--- config.mk ---
export PLATFORM = sky130hd
export DESIGN_NAME = nvram_ioctl_bridge_flat
export DESIGN_NICKNAME = d
export VERILOG_FILES = /design/src/rtl/nvram_ioctl_bridge_if.sv /design/src/rtl/nvram_ioctl_bridge.sv /design/src/flat_wrapper.sv
export SDC_FILE = /design/constraint.sdc
export NUM_CORES = 1
export LEC_CHECK = 0
export ABC_AREA = 0
export CORE_UTILIZATION = 35
export DETAILED_ROUTE_END_ITERATION = 8
export MAX_ROUTING_LAYER = met4
export PLACE_DENSITY_LB_ADDON = 0.05
export SKIP_CTS_REPAIR_TIMING = 1
export SYNTH_ARGS = -nofsm -noshare
export SYNTH_HDL_FRONTEND = slang
export SYNTH_SLANG_ARGS = --single-unit
--- constraint.sdc ---
create_clock -name clk_sys -period 2.15 [get_ports clk_sys]
set_input_delay 0.645 -clock clk_sys [delete_from_list [all_inputs] [get_ports clk_sys]]
set_output_delay 0.645 -clock clk_sys [all_outputs]
set_load 0.01 [all_outputs]
--- src/rtl/nvram_ioctl_bridge_if.sv ---
// nvram_ioctl_bridge_if: ioctl channel and shared NVRAM port signals of the bridge
interface nvram_ioctl_bridge_if #(
   parameter int ADDR_W = 11
);
   logic              ioctl_download;
   logic              ioctl_upload;
   logic [7:0]        ioctl_index;
   logic              ioctl_wr;
   logic              ioctl_rd;
   logic [24:0]       ioctl_addr;
   logic [7:0]        ioctl_dout;
   logic [7:0]        ioctl_din;
   logic              ioctl_wait;
   logic [ADDR_W-1:0] ram_addr;
   logic              ram_we;
   logic [7:0]        ram_d;
   logic [7:0]        ram_q;
   logic              ram_busy;
   logic              cpu_ram_we;
   logic              nvram_dirty;
   modport slave (
      input  ioctl_download, ioctl_upload, ioctl_index, ioctl_wr, ioctl_rd, ioctl_addr, ioctl_dout,
      input  ram_q, ram_busy, cpu_ram_we,
      output ioctl_din, ioctl_wait, ram_addr, ram_we, ram_d, nvram_dirty
   );
   modport master (
      output ioctl_download, ioctl_upload, ioctl_index, ioctl_wr, ioctl_rd, ioctl_addr, ioctl_dout,
      output ram_q, ram_busy, cpu_ram_we,
      input  ioctl_din, ioctl_wait, ram_addr, ram_we, ram_d, nvram_dirty
   );
endinterface

--- src/rtl/nvram_ioctl_bridge.sv ---
// nvram_ioctl_bridge: HPS ioctl save/load responder on a CPU-priority NVRAM port; define NVRAM_DIRTY_EN for the dirty flag
module nvram_ioctl_bridge #(
   parameter int         ADDR_W = 11,
   parameter logic [7:0] INDEX  = 8'd4
) (
   input logic                 clk_sys,
   input logic                 reset,
   nvram_ioctl_bridge_if.slave bus
);
   typedef enum logic [1:0] {IDLE, RD_REQ, RD_DATA, WR_REQ} state_t;
   state_t            r_state;
   logic [7:0]        r_din;
   logic [7:0]        r_d;
   logic [ADDR_W-1:0] r_addr;
   logic              w_sel;
   logic              w_oor;
   logic              w_wr;
   logic              w_rd;
   assign w_sel = bus.ioctl_index == INDEX;
   assign w_oor = |bus.ioctl_addr[24:ADDR_W];
   assign w_wr  = w_sel & bus.ioctl_download & bus.ioctl_wr;
   assign w_rd  = w_sel & bus.ioctl_upload & bus.ioctl_rd;
   assign bus.ioctl_wait = (r_state != IDLE) | (r_state == IDLE & (w_wr | w_rd));
   assign bus.ram_we     = (r_state == WR_REQ) & ~bus.ram_busy;
   assign bus.ioctl_din  = r_din;
   assign bus.ram_addr   = r_addr;
   assign bus.ram_d      = r_d;
   // transfer sequencer: accept a strobe in IDLE, wait out CPU ownership, then write or fetch one byte
   always_ff @(posedge clk_sys)
      if (reset) begin
         r_state <= IDLE;
         r_din   <= 8'hFF;
         r_addr  <= '0;
         r_d     <= '0;
      end else case (r_state)
         IDLE:
            if (w_wr) begin
               if (!w_oor) begin
                  r_addr  <= bus.ioctl_addr[ADDR_W-1:0];
                  r_d     <= bus.ioctl_dout;
                  r_state <= WR_REQ;
               end
            end else if (w_rd) begin
               if (w_oor) r_din <= 8'hFF;
               else begin
                  r_addr  <= bus.ioctl_addr[ADDR_W-1:0];
                  r_state <= RD_REQ;
               end
            end
         RD_REQ:  r_state <= bus.ram_busy ? RD_REQ : RD_DATA;
         RD_DATA: begin
            r_din   <= bus.ram_q;
            r_state <= IDLE;
         end
         WR_REQ:  r_state <= bus.ram_busy ? WR_REQ : IDLE;
      endcase
`ifdef NVRAM_DIRTY_EN
   logic r_up;
   logic r_dn;
   logic r_dirty;
   logic w_done;
   assign w_done = w_sel & (r_up & ~bus.ioctl_upload | r_dn & ~bus.ioctl_download);
   assign bus.nvram_dirty = r_dirty;
   // dirty flag: CPU writes set it, a finished session for this index clears it, set wins
   always_ff @(posedge clk_sys)
      if (reset) begin
         r_up    <= 1'b0;
         r_dn    <= 1'b0;
         r_dirty <= 1'b0;
      end else begin
         r_up    <= bus.ioctl_upload;
         r_dn    <= bus.ioctl_download;
         r_dirty <= bus.cpu_ram_we | (r_dirty & ~w_done);
      end
`else
   logic w_unused;
   assign w_unused = bus.cpu_ram_we;
   assign bus.nvram_dirty = 1'b0;
`endif
endmodule

--- src/flat_wrapper.sv ---
// flat-port wrapper written by rule: the top's interface ports become plain ports
module nvram_ioctl_bridge_flat 
#(
   parameter int         ADDR_W = 11,
   parameter logic [7:0] INDEX  = 8'd4
)
  (clk_sys, reset, bus_ioctl_download, bus_ioctl_upload, bus_ioctl_index, bus_ioctl_wr, bus_ioctl_rd, bus_ioctl_addr, bus_ioctl_dout, bus_ram_q, bus_ram_busy, bus_cpu_ram_we, bus_ioctl_din, bus_ioctl_wait, bus_ram_addr, bus_ram_we, bus_ram_d, bus_nvram_dirty);
  nvram_ioctl_bridge_if #(.ADDR_W(ADDR_W)) bus_i ();
  input logic clk_sys;
  input logic reset;
  input wire logic [$bits(bus_i.ioctl_download)-1:0] bus_ioctl_download;
  input wire logic [$bits(bus_i.ioctl_upload)-1:0] bus_ioctl_upload;
  input wire logic [$bits(bus_i.ioctl_index)-1:0] bus_ioctl_index;
  input wire logic [$bits(bus_i.ioctl_wr)-1:0] bus_ioctl_wr;
  input wire logic [$bits(bus_i.ioctl_rd)-1:0] bus_ioctl_rd;
  input wire logic [$bits(bus_i.ioctl_addr)-1:0] bus_ioctl_addr;
  input wire logic [$bits(bus_i.ioctl_dout)-1:0] bus_ioctl_dout;
  input wire logic [$bits(bus_i.ram_q)-1:0] bus_ram_q;
  input wire logic [$bits(bus_i.ram_busy)-1:0] bus_ram_busy;
  input wire logic [$bits(bus_i.cpu_ram_we)-1:0] bus_cpu_ram_we;
  output wire logic [$bits(bus_i.ioctl_din)-1:0] bus_ioctl_din;
  output wire logic [$bits(bus_i.ioctl_wait)-1:0] bus_ioctl_wait;
  output wire logic [$bits(bus_i.ram_addr)-1:0] bus_ram_addr;
  output wire logic [$bits(bus_i.ram_we)-1:0] bus_ram_we;
  output wire logic [$bits(bus_i.ram_d)-1:0] bus_ram_d;
  output wire logic [$bits(bus_i.nvram_dirty)-1:0] bus_nvram_dirty;
  assign bus_i.ioctl_download = bus_ioctl_download;
  assign bus_i.ioctl_upload = bus_ioctl_upload;
  assign bus_i.ioctl_index = bus_ioctl_index;
  assign bus_i.ioctl_wr = bus_ioctl_wr;
  assign bus_i.ioctl_rd = bus_ioctl_rd;
  assign bus_i.ioctl_addr = bus_ioctl_addr;
  assign bus_i.ioctl_dout = bus_ioctl_dout;
  assign bus_i.ram_q = bus_ram_q;
  assign bus_i.ram_busy = bus_ram_busy;
  assign bus_i.cpu_ram_we = bus_cpu_ram_we;
  assign bus_ioctl_din = bus_i.ioctl_din;
  assign bus_ioctl_wait = bus_i.ioctl_wait;
  assign bus_ram_addr = bus_i.ram_addr;
  assign bus_ram_we = bus_i.ram_we;
  assign bus_ram_d = bus_i.ram_d;
  assign bus_nvram_dirty = bus_i.nvram_dirty;
  nvram_ioctl_bridge #(.ADDR_W(ADDR_W), .INDEX(INDEX)) u_core (.clk_sys(clk_sys), .reset(reset), .bus(bus_i));
endmodule
==> results of run 1 <==
[cells by family after synthesis]
logic type | count (synthesis)
muxes | 8
other | 1
AOI/OAI and AO/OA | 36
and+or+nand+nor | 53
buffers and inverters | 10
DFF | 29
[per-stage QoR]
stage / TNS [ps] / hold slack, ps / cells / utilization (%)
2_1_floorplan: 0 / 493 / 137 / -
3_5_place_dp: -3930 / 467 / 271 / 65.9
3_3_place_gp: -4090 / 457 / 271 / 65.9
4_1_cts: -1020 / 476 / 279 / 68.4
6_report: 0 / 473 / 282 / 71.2
5_1_grt: -55.2 / 487 / 282 / 71.2
[worst max-delay path, stage by stage]
cell and delay (ps):
sky130_fd_sc_hd__clkdlybuf4s50_1 420, sky130_fd_sc_hd__nor3b_1 230, sky130_fd_sc_hd__clkbuf_2 180
[metal layers]
layer | vias up | track usage [%] | routed length [µm]
li1 | 689 | - | -
met1 | 649 | 25.1 | 1770
met2 | 56 | 33.2 | 1900
met3 | 6 | 8.21 | 259
met4 | 0 | 5.23 | 36
met5 | - | - | 0
[layout make-up]
cell class	count	area (µm²)	area share (%)
Clock buffer	5	68.8	2.81
Clock inverter	3	17.5	0.715
Inverter	1	3.75	0.153
Multi-Input combinational cell	98	707	28.8
Sequential cell	29	581	23.7
Tap cell	46	57.6	2.35
Timing Repair Buffer	100	1020	41.4
[cell usage after synthesis (2+ instances only)]
library cell,count
sky130_fd_sc_hd__dfxtp_1,29
sky130_fd_sc_hd__nand2b_1,17
sky130_fd_sc_hd__nand3_1,13
sky130_fd_sc_hd__a21oi_1,12
sky130_fd_sc_hd__o21ai_0,11
sky130_fd_sc_hd__mux2i_1,8
sky130_fd_sc_hd__o22a_1,8
sky130_fd_sc_hd__clkbuf_1,5
sky130_fd_sc_hd__nor2_1,5
sky130_fd_sc_hd__nor4_1,3
sky130_fd_sc_hd__and4_1,2
sky130_fd_sc_hd__buf_4,2
sky130_fd_sc_hd__nand4_1,2
sky130_fd_sc_hd__o21ai_1,2
[flip-flops by register name (all words and copies together) (netlist names)]
| register | count |
|---|---|
| u_core.bus.ram_addr | 11 |
| u_core.bus.ioctl_din | 8 |
| u_core.bus.ram_d | 8 |
| u_core.r_state | 2 |
[power by group through the flow]
stage	clock, mW	sequential (mW)	combinational (mW)
2_1_floorplan	0	0.549	0.0301
3_3_place_gp	0	0.549	0.143
3_5_place_dp	0	0.549	0.147
4_1_cts	0.446	0.537	0.148
5_1_grt	0.467	0.537	0.165
6_report	0.431	0.537	0.155
[worst paths after layout]
path	start	endpoint	slack (ps)	cells after the start
setup / recovery	bus_ram_busy	bus_ram_we	20	3
hold / removal	u_core.bus.ram_d[7]	u_core.bus.ram_d[7]	470	2
setup reg to reg	u_core.r_state[0]	u_core.bus.ram_addr[1]	700	6
hold reg to reg	u_core.bus.ram_d[7]	u_core.bus.ram_d[7]	470	2
==> run_summary.xml, run 1 <==
<?xml version="1.0" encoding="UTF-8"?>
<metrics>
  <group name="layout">
    <metric name="finalNetCount" unit="">292</metric>
    <metric name="final_design_area_no_fill" unit="mm²">0.00245</metric>
    <metric name="synthToLayoutAreaGrowth" unit="%">89.1</metric>
    <metric name="insertedDiodeCount" unit="">0</metric>
    <metric name="drive_above_1_share" unit="%">15.3</metric>
    <metric name="final_cell_mix" unit="">70 x sky130_fd_sc_hd__clkdlybuf4s50_1, 29 x sky130_fd_sc_hd__dfxtp_1, 17 x sky130_fd_sc_hd__nand2b_1</metric>
    <metric name="nFillCells" unit="">272</metric>
    <metric name="layout_commonest_cell" unit="">sky130_fd_sc_hd__clkdlybuf4s50_1</metric>
  </group>
  <group name="drt">
    <metric name="detail_route.iter0.violations" unit="">46</metric>
    <metric name="post_dr_wirelength_cell" unit="µm">14.1</metric>
    <metric name="dr.pass1.iters" unit="">4</metric>
    <metric name="drt_wl_total" unit="µm">3970</metric>
    <metric name="post-route-drc-count" unit="">0</metric>
    <metric name="dr_total_vias" unit="">1400</metric>
    <metric name="route.detailed.vias_per_inst" unit="">4.96</metric>
    <metric name="antenna_left" unit="">0</metric>
  </group>
  <group name="setup_path">
    <metric name="crit_path_end_kind" unit="">output port</metric>
    <metric name="setup.worst_path.start_class" unit="">input port</metric>
    <metric name="timing.critical_path.required" unit="ps">1500</metric>
    <metric name="maximum_fanout_along_the_worst_path" unit="">2</metric>
    <metric name="timing.critical_path.arrival" unit="ps">1480</metric>
    <metric name="critPathKind" unit="">input port to output port</metric>
  </group>
  <group name="synthesis">
    <metric name="post_synth_xor_area_fraction" unit="%">0</metric>
    <metric name="synth.top_cell.area_share" unit="%">44.8</metric>
    <metric name="synthesis.yosys.warnings" unit="">0</metric>
    <metric name="post_synth.cell_area_avg" unit="µm²">9.46</metric>
    <metric name="post_synthesis_mux_area_share" unit="%">6.18</metric>
    <metric name="proportion_of_synthesized_flip_flops_having_asynchronous_set_or_reset" unit="%">0</metric>
    <metric name="synth.top_cells.by_area" unit="">sky130_fd_sc_hd__dfxtp_1 45%, sky130_fd_sc_hd__nand2b_1 8.2%, sky130_fd_sc_hd__mux2i_1 6.2%, sky130_fd_sc_hd__o22a_1 5.4%, sky130_fd_sc_hd__nand3_1 5.0%</metric>
    <metric name="synth-adder-area-share" unit="%">0</metric>
    <metric name="synth.yosys.seq_area_share" unit="%">44.8</metric>
    <metric name="synth_enable_flop_cells" unit="">0</metric>
    <metric name="synth_top_family_by_area" unit="">simple AND/OR/NAND/NOR gates</metric>
    <metric name="dominant_cell_type_by_area_after_synthesis" unit="">sky130_fd_sc_hd__dfxtp_1</metric>
    <metric name="synth_fp_nets" unit="">194</metric>
    <metric name="synth_ff_type" unit="">sky130_fd_sc_hd__dfxtp_1</metric>
    <metric name="synth_area_in_simple_gates" unit="%">27.4</metric>
    <metric name="flip_flop_and_latch_count_after_synthesis" unit="">29</metric>
    <metric name="synth.cell_area" unit="mm²">0.00130</metric>
    <metric name="synthCells" unit="">137</metric>
    <metric name="synth.lib_cells_used.distinct" unit="">32</metric>
    <metric name="synth-compound-area-share" unit="%">17.3</metric>
  </group>
  <group name="power">
    <metric name="p_clk_share" unit="%">38.3</metric>
    <metric name="power-per-cell-area" unit="mW/mm²">458</metric>
    <metric name="max-vdd-ir-drop" unit="µV">435</metric>
    <metric name="sw_frac_of_total" unit="%">22.7</metric>
    <metric name="seq_power_share" unit="%">47.8</metric>
    <metric name="p_total" unit="mW">1.12</metric>
    <metric name="p_comb_share" unit="%">13.8</metric>
    <metric name="net-switching-power" unit="µW">255</metric>
    <metric name="power_leakage" unit="nW">0.951</metric>
    <metric name="p_int" unit="µW">869</metric>
  </group>
  <group name="place">
    <metric name="hpwlAfterDp" unit="µm">2800</metric>
    <metric name="finalWeightedCongestion" unit="">0.776</metric>
    <metric name="placed_cell_area" unit="mm²">0.00227</metric>
    <metric name="dp_worst_setup_slack" unit="ps">-650</metric>
    <metric name="port_buffers" unit="">84</metric>
  </group>
  <group name="clocking">
    <metric name="ctsLongestPathBuffers" unit="">2</metric>
    <metric name="worst_skew_pair.late_latency" unit="ps">280</metric>
    <metric name="root_buffer" unit="">sky130_fd_sc_hd__clkbuf_8</metric>
    <metric name="clk_transition_reported_paths" unit="ps">60</metric>
    <metric name="clock_sink_count" unit="">29</metric>
    <metric name="cts_bufs_inserted" unit="">5</metric>
    <metric name="cts_max_level" unit="">2</metric>
    <metric name="cts_tree" unit="">yes</metric>
  </group>
  <group name="die">
    <metric name="total_die_area" unit="mm²">0.00395</metric>
    <metric name="die_w" unit="µm">62.9</metric>
    <metric name="core_area" unit="mm²">0.00344</metric>
    <metric name="dieHeight" unit="µm">62.9</metric>
    <metric name="floorplan.initialDensity" unit="%">37.7</metric>
    <metric name="floorplan.rows" unit="">21</metric>
    <metric name="io-pin-count" unit="">87</metric>
  </group>
  <group name="sta">
    <metric name="fin_ws" unit="ps">23.4</metric>
    <metric name="report.final.hold_viol_count" unit="">0</metric>
    <metric name="final_period_minus_worst_setup_slack" unit="ps">2130</metric>
    <metric name="layout_worst_path_cycle_share" unit="%">98.9</metric>
    <metric name="timing_max_transition_violations_final" unit="">0</metric>
    <metric name="fmaxAchievable" unit="GHz">0.470</metric>
    <metric name="clock_skew" unit="ps">3.54</metric>
    <metric name="timing.final.setup_violations" unit="">0</metric>
  </group>
  <group name="grt">
    <metric name="grt_overflow_total" unit="">0</metric>
    <metric name="grt_pass1_vias" unit="">1365</metric>
    <metric name="pin_count_of_the_biggest_net_entering_global_routing" unit="">27</metric>
    <metric name="grt_antenna_before_repair" unit="">0</metric>
    <metric name="gr-usage-all-layers" unit="%">21.1</metric>
    <metric name="grt_pass1_wl" unit="µm">6320</metric>
  </group>
  <group name="worst_hold_path">
    <metric name="holdCritPathClass" unit="">flip-flop to flip-flop</metric>
  </group>
  <group name="outcome">
    <metric name="run_status" unit="">completed</metric>
  </group>
  <group name="job">
    <metric name="drv_cap" unit="">0</metric>
  </group>
</metrics>
Note: power is estimated with default switching activity, not from simulation.
==> inputs of run 2 (changes only) <==
Settings changed: ABC_CLOCK_PERIOD_IN_PS set to 2150, CORE_MARGIN set to 10.
==> run_summary.xml, run 2 (same netlist as run 1, synthesis figures left out) <==
<?xml version="1.0" encoding="UTF-8"?>
<metrics>
  <group name="drt">
    <metric name="dr.pass1.iters" unit="">4</metric>
    <metric name="antenna_left" unit="">0</metric>
    <metric name="dr_total_vias" unit="">1397</metric>
    <metric name="detail_route.iter0.violations" unit="">57</metric>
    <metric name="met2_length" unit="µm">2410</metric>
    <metric name="route.detailed.vias_per_inst" unit="">4.95</metric>
    <metric name="dr_wl_met3" unit="µm">357</metric>
    <metric name="post-route-drc-count" unit="">0</metric>
    <metric name="drt-met1-wl" unit="µm">1730</metric>
    <metric name="post_dr_wirelength_cell" unit="µm">16.1</metric>
    <metric name="drt_wl_total" unit="µm">4550</metric>
    <metric name="routed.top_layer" unit="">met4</metric>
  </group>
  <group name="die">
    <metric name="dieHeight" unit="µm">80.9</metric>
    <metric name="floorplan.rows" unit="">22</metric>
    <metric name="floorplan.initialDensity" unit="%">35.7</metric>
    <metric name="io-pin-count" unit="">87</metric>
    <metric name="core_area" unit="mm²">0.00363</metric>
    <metric name="total_die_area" unit="mm²">0.00654</metric>
    <metric name="die_w" unit="µm">80.9</metric>
  </group>
  <group name="power">
    <metric name="p_int" unit="µW">866</metric>
    <metric name="power-per-cell-area" unit="mW/mm²">464</metric>
    <metric name="max-vdd-ir-drop" unit="µV">358</metric>
    <metric name="p_clk_share" unit="%">38.8</metric>
    <metric name="net-switching-power" unit="µW">253</metric>
    <metric name="p_total" unit="mW">1.12</metric>
    <metric name="seq_power_share" unit="%">48.0</metric>
    <metric name="power_leakage" unit="nW">0.940</metric>
    <metric name="p_comb_share" unit="%">13.2</metric>
    <metric name="sw_frac_of_total" unit="%">22.6</metric>
  </group>
  <group name="sta">
    <metric name="fmaxAchievable" unit="GHz">0.476</metric>
    <metric name="fin_ws" unit="ps">49.1</metric>
    <metric name="layout_worst_path_cycle_share" unit="%">97.7</metric>
    <metric name="clock_skew" unit="ps">5.53</metric>
    <metric name="rsz0062_at_grt" unit="">false</metric>
    <metric name="final_period_minus_worst_setup_slack" unit="ps">2100</metric>
    <metric name="timing_max_transition_violations_final" unit="">0</metric>
    <metric name="report.final.hold_viol_count" unit="">0</metric>
    <metric name="timing.final.setup_violations" unit="">0</metric>
  </group>
  <group name="layout">
    <metric name="finalNetCount" unit="">290</metric>
    <metric name="final_cell_mix" unit="">70 x sky130_fd_sc_hd__clkdlybuf4s50_1, 29 x sky130_fd_sc_hd__dfxtp_1, 17 x sky130_fd_sc_hd__nand2b_1</metric>
    <metric name="largest_reg_flops" unit="">11</metric>
    <metric name="insertedDiodeCount" unit="">0</metric>
    <metric name="synthToLayoutAreaGrowth" unit="%">86.2</metric>
    <metric name="layout_commonest_cell" unit="">sky130_fd_sc_hd__clkdlybuf4s50_1</metric>
    <metric name="nFillCells" unit="">333</metric>
    <metric name="drive_above_1_share" unit="%">13.7</metric>
  </group>
  <group name="worst_hold_path">
    <metric name="holdCritPathClass" unit="">flip-flop to flip-flop</metric>
    <metric name="hp-start" unit="">u_core.bus.ram_addr[8]</metric>
  </group>
  <group name="place">
    <metric name="dp_worst_setup_slack" unit="ps">-674</metric>
    <metric name="finalWeightedCongestion" unit="">0.813</metric>
    <metric name="hpwlAfterDp" unit="µm">3630</metric>
    <metric name="port_buffers" unit="">84</metric>
  </group>
  <group name="clocking">
    <metric name="cts_max_level" unit="">2</metric>
    <metric name="worst_skew_pair.late_latency" unit="ps">280</metric>
    <metric name="root_buffer" unit="">sky130_fd_sc_hd__clkbuf_8</metric>
    <metric name="cts_tree" unit="">yes</metric>
    <metric name="clock_sink_count" unit="">29</metric>
    <metric name="clk_transition_reported_paths" unit="ps">60</metric>
    <metric name="cts_bufs_inserted" unit="">5</metric>
    <metric name="ctsLongestPathBuffers" unit="">2</metric>
  </group>
  <group name="setup_path">
    <metric name="critPathKind" unit="">input port to output port</metric>
    <metric name="timing.critical_path.arrival" unit="ps">1460</metric>
    <metric name="timing.critical_path.from" unit="">bus_ioctl_index[0]</metric>
    <metric name="timing.critical_path.required" unit="ps">1500</metric>
    <metric name="crit_path_end_kind" unit="">output port</metric>
    <metric name="setup.worst_path.start_class" unit="">input port</metric>
    <metric name="r2r-start" unit="">u_core.r_state[0]</metric>
    <metric name="maximum_fanout_along_the_worst_path" unit="">2</metric>
  </group>
  <group name="grt">
    <metric name="grt_overflow_total" unit="">0</metric>
    <metric name="grt_pass1_vias" unit="">1436</metric>
    <metric name="grt_antenna_before_repair" unit="">0</metric>
    <metric name="grt_pass1_wl" unit="µm">6930</metric>
    <metric name="gr-usage-all-layers" unit="%">14.0</metric>
    <metric name="pin_count_of_the_biggest_net_entering_global_routing" unit="">21</metric>
  </group>
  <group name="job">
    <metric name="drv_cap" unit="">0</metric>
  </group>
  <group name="outcome">
    <metric name="run_status" unit="">completed</metric>
  </group>
</metrics>
run 2: cell count changes in the layout (fill, tap and decap cells not counted), sizes merged:
cell  previous run  this run
buf             17        15
run 2: final timing paths:
kind	slack, ps	end	depth (start not counted)
worst max-delay path	50	bus_ioctl_wait	5
worst min register to register	470	u_core.bus.ram_addr[8]	2
worst max register to register	820	u_core.r_state[0]	6
worst min-delay path	470	u_core.bus.ram_addr[8]	2
run 2: area by class of cell:
cell class / count / area (µm²) / share of cell area [%]
Timing Repair Buffer: 98 / 1000 / 41.6
Clock buffer: 5 / 68.8 / 2.85
Clock inverter: 3 / 17.5 / 0.726
Inverter: 1 / 3.75 / 0.156
Sequential cell: 29 / 581 / 24.1
Tap cell: 48 / 60.1 / 2.49
Multi-Input combinational cell: 98 / 679 / 28.1
run 2: critical path: stages:
cell                             delay [ps]
sky130_fd_sc_hd__dlymetal6s2s_1         140
sky130_fd_sc_hd__nor4b_4                340
sky130_fd_sc_hd__nand3_2                110
sky130_fd_sc_hd__nand2_1                 90
sky130_fd_sc_hd__buf_2                  130
run 2: metal layers:
layer	vias to the layer above	track usage [%]
li1	688	-
met1	654	13.2
met2	51	25.2
met3	4	5.08
met4	0	5.54
met5	-	-
run 2: power by group through the flow:
stage               logic, mW  clock network (mW)  registers, mW
floorplan              0.0301                   0          0.549
finish                  0.148               0.434          0.537
global route            0.158               0.478          0.537
CTS                     0.148               0.450          0.537
global placement        0.143                   0          0.549
detailed placement      0.147                   0          0.549
run 2: through the flow:
stage	setup TNS, ps	utilization [%]	area (µm²)	hold slack, ps	cells
2_1_floorplan	0	-	1300	493	137
3_3_place_gp	-3700	62.6	2280	456	272
3_5_place_dp	-5870	62.6	2280	466	272
4_1_cts	-1090	65.0	2360	475	280
5_1_grt	0	66.4	2410	493	282
6_report	0	66.4	2410	474	282
==> inputs of run 3 (changes only) <==
Settings changed: ABC_CLOCK_PERIOD_IN_PS 2150 to unset, SLEW_MARGIN set to 20.
==> results of run 3 <==
Final layout, timing and power as in run 2 (identical DEF).
